[src/rtl/aes_block_serializer.sv]
// Transmit side of the block link: captures a parallel AES block and streams it out
// MS word first over a valid/ready handshake, pulsing done after the last word.
module aes_block_serializer #(
  parameter int unsigned DATA_WIDTH = 8,
  parameter int unsigned NUM_WORDS  = 16,
  parameter int unsigned CNT_BITS   = 5
) (
  input  logic                             clk,
  input  logic                             n_rst,
  input  logic                             load,
  input  logic [DATA_WIDTH*NUM_WORDS-1:0]  block_in,
  input  logic                             abort,
  input  logic                             tx_ready,
  output logic                             tx_valid,
  output logic [DATA_WIDTH-1:0]            tx_data,
  output logic                             busy,
  output logic [CNT_BITS-1:0]              word_count,
  output logic                             done
);

  localparam int unsigned BlockWidth = DATA_WIDTH * NUM_WORDS;
  localparam logic [CNT_BITS-1:0] LastIdx = CNT_BITS'(NUM_WORDS - 1);

  localparam logic [1:0] StIdle = 2'd0;
  localparam logic [1:0] StSend = 2'd1;
  localparam logic [1:0] StDone = 2'd2;

  logic [1:0]            state_q, state_d;
  logic [BlockWidth-1:0] shreg_q, shreg_d;
  logic [CNT_BITS-1:0]   count_q, count_d;
  logic                  valid_q, valid_d;
  logic                  busy_q, busy_d;
  logic                  done_q, done_d;
  logic                  xfer;

  assign xfer = valid_q & tx_ready;

  always_comb begin
    state_d = state_q;
    shreg_d = shreg_q;
    count_d = count_q;
    valid_d = valid_q;
    busy_d  = busy_q;
    done_d  = 1'b0;
    case (state_q)
      StIdle: begin
        if (load) begin
          shreg_d = block_in;
          count_d = '0;
          valid_d = 1'b1;
          busy_d  = 1'b1;
          state_d = StSend;
        end
      end
      StSend: begin
        // abort takes priority over a transfer on the same edge
        if (abort) begin
          shreg_d = '0;
          count_d = '0;
          valid_d = 1'b0;
          busy_d  = 1'b0;
          state_d = StIdle;
        end else if (xfer) begin
          count_d = count_q + 1'b1;
          if (count_q == LastIdx) begin
            shreg_d = '0;
            valid_d = 1'b0;
            done_d  = 1'b1;
            state_d = StDone;
          end else begin
            shreg_d = shreg_q << DATA_WIDTH;
          end
        end
      end
      StDone: begin
        // done already pulsed on entry; abort here lands in the same place
        count_d = '0;
        busy_d  = 1'b0;
        state_d = StIdle;
      end
      default: begin
        shreg_d = '0;
        count_d = '0;
        valid_d = 1'b0;
        busy_d  = 1'b0;
        state_d = StIdle;
      end
    endcase
  end

  always_ff @(posedge clk or negedge n_rst) begin
    if (!n_rst) begin
      state_q <= StIdle;
      shreg_q <= '0;
      count_q <= '0;
      valid_q <= 1'b0;
      busy_q  <= 1'b0;
      done_q  <= 1'b0;
    end else begin
      state_q <= state_d;
      shreg_q <= shreg_d;
      count_q <= count_d;
      valid_q <= valid_d;
      busy_q  <= busy_d;
      done_q  <= done_d;
    end
  end

  // The shift register top word is the registered output word; it is zero when idle.
  assign tx_data    = shreg_q[BlockWidth-1 -: DATA_WIDTH];
  assign tx_valid   = valid_q;
  assign busy       = busy_q;
  assign word_count = count_q;
  assign done       = done_q;

endmodule
[config.mk]
export PLATFORM = sky130hd
export DESIGN_NAME = aes_block_serializer
export DESIGN_NICKNAME = d
export VERILOG_FILES = /design/src/rtl/aes_block_serializer.sv
export SDC_FILE = /design/constraint.sdc
export NUM_CORES = 1
export LEC_CHECK = 0
export CAP_MARGIN = 20
export CORE_MARGIN = 4
export CORE_UTILIZATION = 45
export DETAILED_ROUTE_END_ITERATION = 16
export PLACE_DENSITY = 0.73
export SYNTH_ARGS = -nofsm -noshare
export SYNTH_HDL_FRONTEND = slang
export SYNTH_SLANG_ARGS = --single-unit
[constraint.sdc]
create_clock -name clk -period 2.9 [get_ports clk]
set_input_delay 0.58 -clock clk [delete_from_list [all_inputs] [get_ports clk]]
set_output_delay 0.58 -clock clk [all_outputs]
set_load 0.02 [all_outputs]
; ---- Word-level counts from Yosys, hierarchy flattened
; Index checks and enable logic that the tools add are counted.
; W data, S select, Z words.
[word_totals]
input_bits = 133
word_cells = 47
out_inout_bits = 16
ff_bits = 138
[classes]
mux = 25
eq_ne = 7
addsub = 1
n_bitwise = 2
n_reduce_logical = 6
[op_table]
columns = operator, count
row1 = $mux W128, 4
row2 = $pmux W128 S3, 1
row3 = $mux W5, 3
row4 = $pmux W5 S2, 1
row5 = $mux W1, 9
row6 = $mux W2, 4
row7 = $ne A3 B3 Y1 const B, 2
row8 = $reduce_and A3 Y1, 2
row9 = $add A5 B1 Y5 const B, 1
row10 = $eq A5 B4 Y1 const B, 1
row11 = $ne A2 B2 Y1 const B, 2
row12 = $pmux W2 S2, 1
row13 = $reduce_and A2 Y1, 2
row14 = $reduce_and A4 Y1, 1
row15 = $pmux W1 S3, 1
row16 = $eq A2 B1 Y1 const B, 1
row17 = $eq A2 B2 Y1 const B, 1
row18 = $logic_not A2 Y1, 1
row19 = $pmux W1 S2, 1
row20 = $and A1 B1 Y1, 1
row21 = $not A1 Y1, 1

; ---- Logic depth before layout (Yosys ltp)
[depth]
depth_word = 5
mapped_depth = 8

; ---- Least setup slack after synthesis
; OpenSTA, ideal clock, no wires.
[synth_timing]
path_type = flip-flop to flip-flop
from = reg count_q[0] (netlist: word_count[0])
to = reg shreg_q[11]
slack_ns = 0.882
stages_incl_launch_ff = 9
t_required_ns = 2.822
arrival_ns = 1.940
cell_sequence = dfrtp_1 -> ha_1 -> and3_1 -> ha_1 -> nor3b_2 -> buf_4 -> clkbuf_1 -> a21oi_1 -> o2bb2ai_1
[synth_via]
elab_chain_cells = 5
[synth_rtl]
columns = element, line
row1 = from (decl), 30  ; logic [CNT_BITS-1:0] count_q, count_d;
row2 = from (signal assigned), 102  ; count_q <= count_d;
row3 = $eq A5 B4 Y1, 65  ; if (count_q == LastIdx) begin
row4 = $mux W128, 65
row5 = $mux W128, 63  ; end else if (xfer) begin
row6 = $mux W128, 57  ; if (abort) begin
row7 = $pmux W128 S3, 45  ; case (state_q)
row8 = to (signal assigned), 101  ; shreg_q <= shreg_d;
row9 = to (decl), 29  ; logic [BlockWidth-1:0] shreg_q, shreg_d;
; No other way between the ends. The select of a mux whose other input is x is not followed.
; A chain may end at the register's enable or synchronous reset.

; ---- Final worst setup path
[layout_timing]
from = reg count_q[0] (netlist: word_count[0])
to = reg shreg_q[87]
; Same word-level chain as after synthesis.

==> results by stage <==
Run status:
- The run finished with clean final reports.

Timing:
- The shortest clock period the worst path allows after layout is 2300 ps.
- Setup repair after global routing left no endpoint under its margin.
- The final worst-path cycle share is 79.2%.
- The highest achievable clock rate is 435 MHz.
- The worst clock skew is 6.23 ps.
- The slew at the pin with the worst max-slew slack is 642 ps.
- The max-slew violation count is 0.
- The summed negative setup slack over all endpoints is 0 ps.
- Setup violations remaining at the end of the flow were counted as 0.
- The headroom to the max-slew limit is 57.2%.
- The hold violation total from the final report is 0.

Die:
- The full die area is 0.0168 sq mm.
- The height of the die is 129 microns.
- Once the floorplan was initialized, standard cells occupied 45.9% of the core.
- The total area inside the core boundary comes to 0.0145 sq mm.
- For this design the top-level I/O count stands at 149.
- The horizontal extent of the die is 129 microns.
- The number of placement rows is 44.

Clocking:
- The clock drives 138 sinks.
- The number of clock buffers added by TritonCTS is 17.
- TritonCTS built the clock tree.
- The root buffer cell chosen for the clock tree is clkbuf_16.
- In this run, post-CTS hold repair placed 0 buffers.
- After clock tree synthesis, the repair step resized 0 gates.
- The buffer depth of the longest clock path is 2.
- After clock tree synthesis, the clock-pin slew on the worst setup and hold paths is 60 ps.
- The clock insertion delay at the later pin of the skew report is 410 ps.
- The number of buffers inserted by post-CTS setup repair is 0.
- The maximum level of the CTS H-tree is 4.

Route:
- The number of DRC violations after detailed-routing iteration 0 is 396.
- The final route contains 5,175 vias.
- Using the TritonRoute via totals, the vias-per-cell ratio works out to 5.60.
- The detailed-route DRC error count is 0.
- The number of nets still failing antenna checks after routing is 0.
- For this block, the routed nets add up to 17,000 microns of wire.
- The routed length per instance is 18.4 microns.
- The first detailed-routing pass ran for 4 iterations.

Finish:
- The most common cell after layout, fill and taps aside is clkdlybuf4s50_1.
- The fill cell total of the finished layout is 1,196.
- The antenna diode instance count is 0.
- In the layout the commonest cells are clkdlybuf4s50_1 (147), dfrtp_1 (137), nor2b_1 (121), a21oi_1 (121), o2bb2ai_1 (121).
- The share of layout cells above drive strength 1 is 6.89%.
- Once layout is complete, the utilization of the core stands at 60.5%.
- The net count of the finished layout is 864.
- Relative to the synthesized area, the layout overhead comes to 31.9%.

Logic synthesis:
- Of the total synthesized cell area, the portion taken by full adders, half adders and majority gates is 0.377%.
- The simple-gate portion of the synthesized area is 13.3%.
- The number of nets in the synthesized netlist is 745.
- The number of register bits inferred by synthesis is 138.
- The mapped netlist covers 0.00664 sq mm.
- After synthesis, the share of cell area in mux cells is 0.301%.
- By area, the combinational part of the netlist is dominated by compound AO/OA/AOI/OAI gates.
- The share of the Yosys chip area taken by registers is 52.0%.
- The fraction of the mapped netlist area in compound gates is 27.9%.
- The number of different library cells in the post-synthesis netlist is 34.
- The synthesized netlist devotes 0% of its cell area to XOR and XNOR gates.
- Yosys printed 0 warnings.
- The count of mapped cells out of synthesis is 610.
- The synthesized area per cell is 10.9 sq um.

Critical path:
- The largest individual stage delay along the critical path comes from the cell nor3b_4.
- STA classifies the critical path startpoint as a flop.
- Data on the critical path is required at its endpoint by 3230 ps.
- STA classifies the critical path endpoint as a flop.
- Traced cell by cell, the critical path runs through ha_1, and3_1, ha_1, nor3b_4, buf_12, a21oi_1, o2bb2ai_1.
- Counting stages on the worst path, the most repeated cell is ha_1.
- The critical path data arrival time is 2630 ps.
- The start-to-end type of the worst setup path is reg2reg.
- The highest fanout seen on the critical path is 48.
- The largest incremental delay on the critical path is 500 ps.

Global routing:
- Entering global routing, the biggest net connects 129 pins.
- The via count of the first global-routing pass is 5,352.
- The total overflow left after global routing is 0.
- The number of antenna violations at the first check in global routing is 0.
- The first global-routing pass estimated 27,400 microns of wire.
- Across every metal layer, demand over resource in global routing totals 20.7%.

Power and ir drop:
- The static leakage is 3.49 nW.
- The power consumption is 0.00602 W.
- The power density of the placed cells is 687 mW/mm^2.
- VDD sags by at most 452 uV.

Placed design:
- The HPWL after detailed placement is 11,400 microns.
- In this run the tool buffered the top-level ports with 148 buffer cells.
- The final RePlAce weighted congestion is 0.813.

Flow run:
- The count of max-cap constraint violations is 0.

Hold path:
- The classification of the worst-slack hold path is in2async.
critical path, delay by kind of cell, from the launching register on:
| family | cells | cell delay [ps] |
|---|---|---|
| AND/OR/NAND/NOR | 2 | 680 |
| adder cells (fa/ha/maj) | 2 | 480 |
| flip-flops | 1 | 430 |
| AO/OA/AOI/OAI | 2 | 300 |
| buffers and inverters | 1 | 280 |
synthesized netlist by cell type, drive strengths merged:
cell type	n	area (sq um)
nand3	2	10.0
o32ai	2	36.3
ha	2	25.0
o211a	1	10.0
nor4	1	6.26
o22ai	2	12.5
and3	1	6.26
dfrtp	138	3450
o221ai	1	15.0
nand2b	2	15.0
inv	3	11.3
buf	50	352
or3	1	6.26
clkbuf	13	48.8
a22o	8	70.1
a21o	1	7.51
nand2	3	11.3
nor2	1	6.26
nor3	2	10.0
nor2b	121	757
a21oi	121	606
o2bb2ai	121	1060
mux2i	2	20.0
nand3b	1	7.51
nor3b	2	20.0
o22a	1	8.76
o31a	2	17.5
a31o	1	8.76
and2	4	25.0
power by group:
group | switching [W] | internal, W | leakage, nW
combinational | 0.000669 | 0.000641 | 1.45
sequential | 0.000292 | 0.00234 | 1.76
clock | 0.000760 | 0.00132 | 0.278
total | 0.00172 | 0.00430 | 3.49
routing by layer:
| metal | GRT usage [%] | vias to the layer above | wire length, microns |
|---|---|---|---|
| li1 | - | 2461 | - |
| met1 | 30.3 | 2521 | 8120 |
| met2 | 30.3 | 169 | 7480 |
| met3 | 4.78 | 24 | 1040 |
| met4 | 7.21 | 0 | 337 |
| met5 | 0 | - | 0 |
cell type report:
cell class,instances,area (sq um),share of cell area (%)
clock inverter,8,95.1,1.09
sequential,138,3460,39.5
clock buffer,22,474,5.41
timing repair buffer,163,1700,19.4
multi-input combinational,406,2800,31.9
inverter,3,11.3,0.129
tap,184,230,2.63
state kept, by name (all words and copies together), names as in the netlist:
name,count
busy,1
word_count,5
done,1
state_q,2
tx_valid,1
shreg_q,128
cell families (layout without fill, tap and decap cells):
logic type | after synthesis | count (layout)
buffers and inverters | 66 | 196
muxes | 2 | 2
and+or+nand+nor | 141 | 141
DFF | 138 | 138
adders and majority gates | 2 | 2
AOI/OAI and AO/OA | 261 | 261
worst paths after layout:
path	from	endpoint	slack (ps)	cells after the start
setup / recovery	word_count[0]$_DFFE_PN0P_	shreg_q[87]$_DFFE_PN0P_	600	7
hold / removal	n_rst	shreg_q[23]$_DFFE_PN0P_	160	1
setup reg to reg	word_count[0]$_DFFE_PN0P_	shreg_q[87]$_DFFE_PN0P_	600	7
hold reg to reg	shreg_q[57]$_DFFE_PN0P_	shreg_q[57]$_DFFE_PN0P_	480	1
max in group asynchronous	n_rst	state_q[0]$_DFFE_PN0P_	1940	2
min in group clk	shreg_q[57]$_DFFE_PN0P_	shreg_q[57]$_DFFE_PN0P_	480	1
metrics by stage:
step / instance area, sq um / setup WS (ps) / hold slack (ps) / std cells
2_1_floorplan: 6640 / 882 / 284 / 610
3_3_place_gp: 8190 / 493 / 471 / 894
3_5_place_dp: 8190 / 445 / 474 / 894
4_1_cts: 8760 / 590 / 192 / 924
5_1_grt: 8760 / 499 / 217 / 924
6_report: 8760 / 602 / 165 / 924
Note: power is estimated with default switching activity, not from simulation.
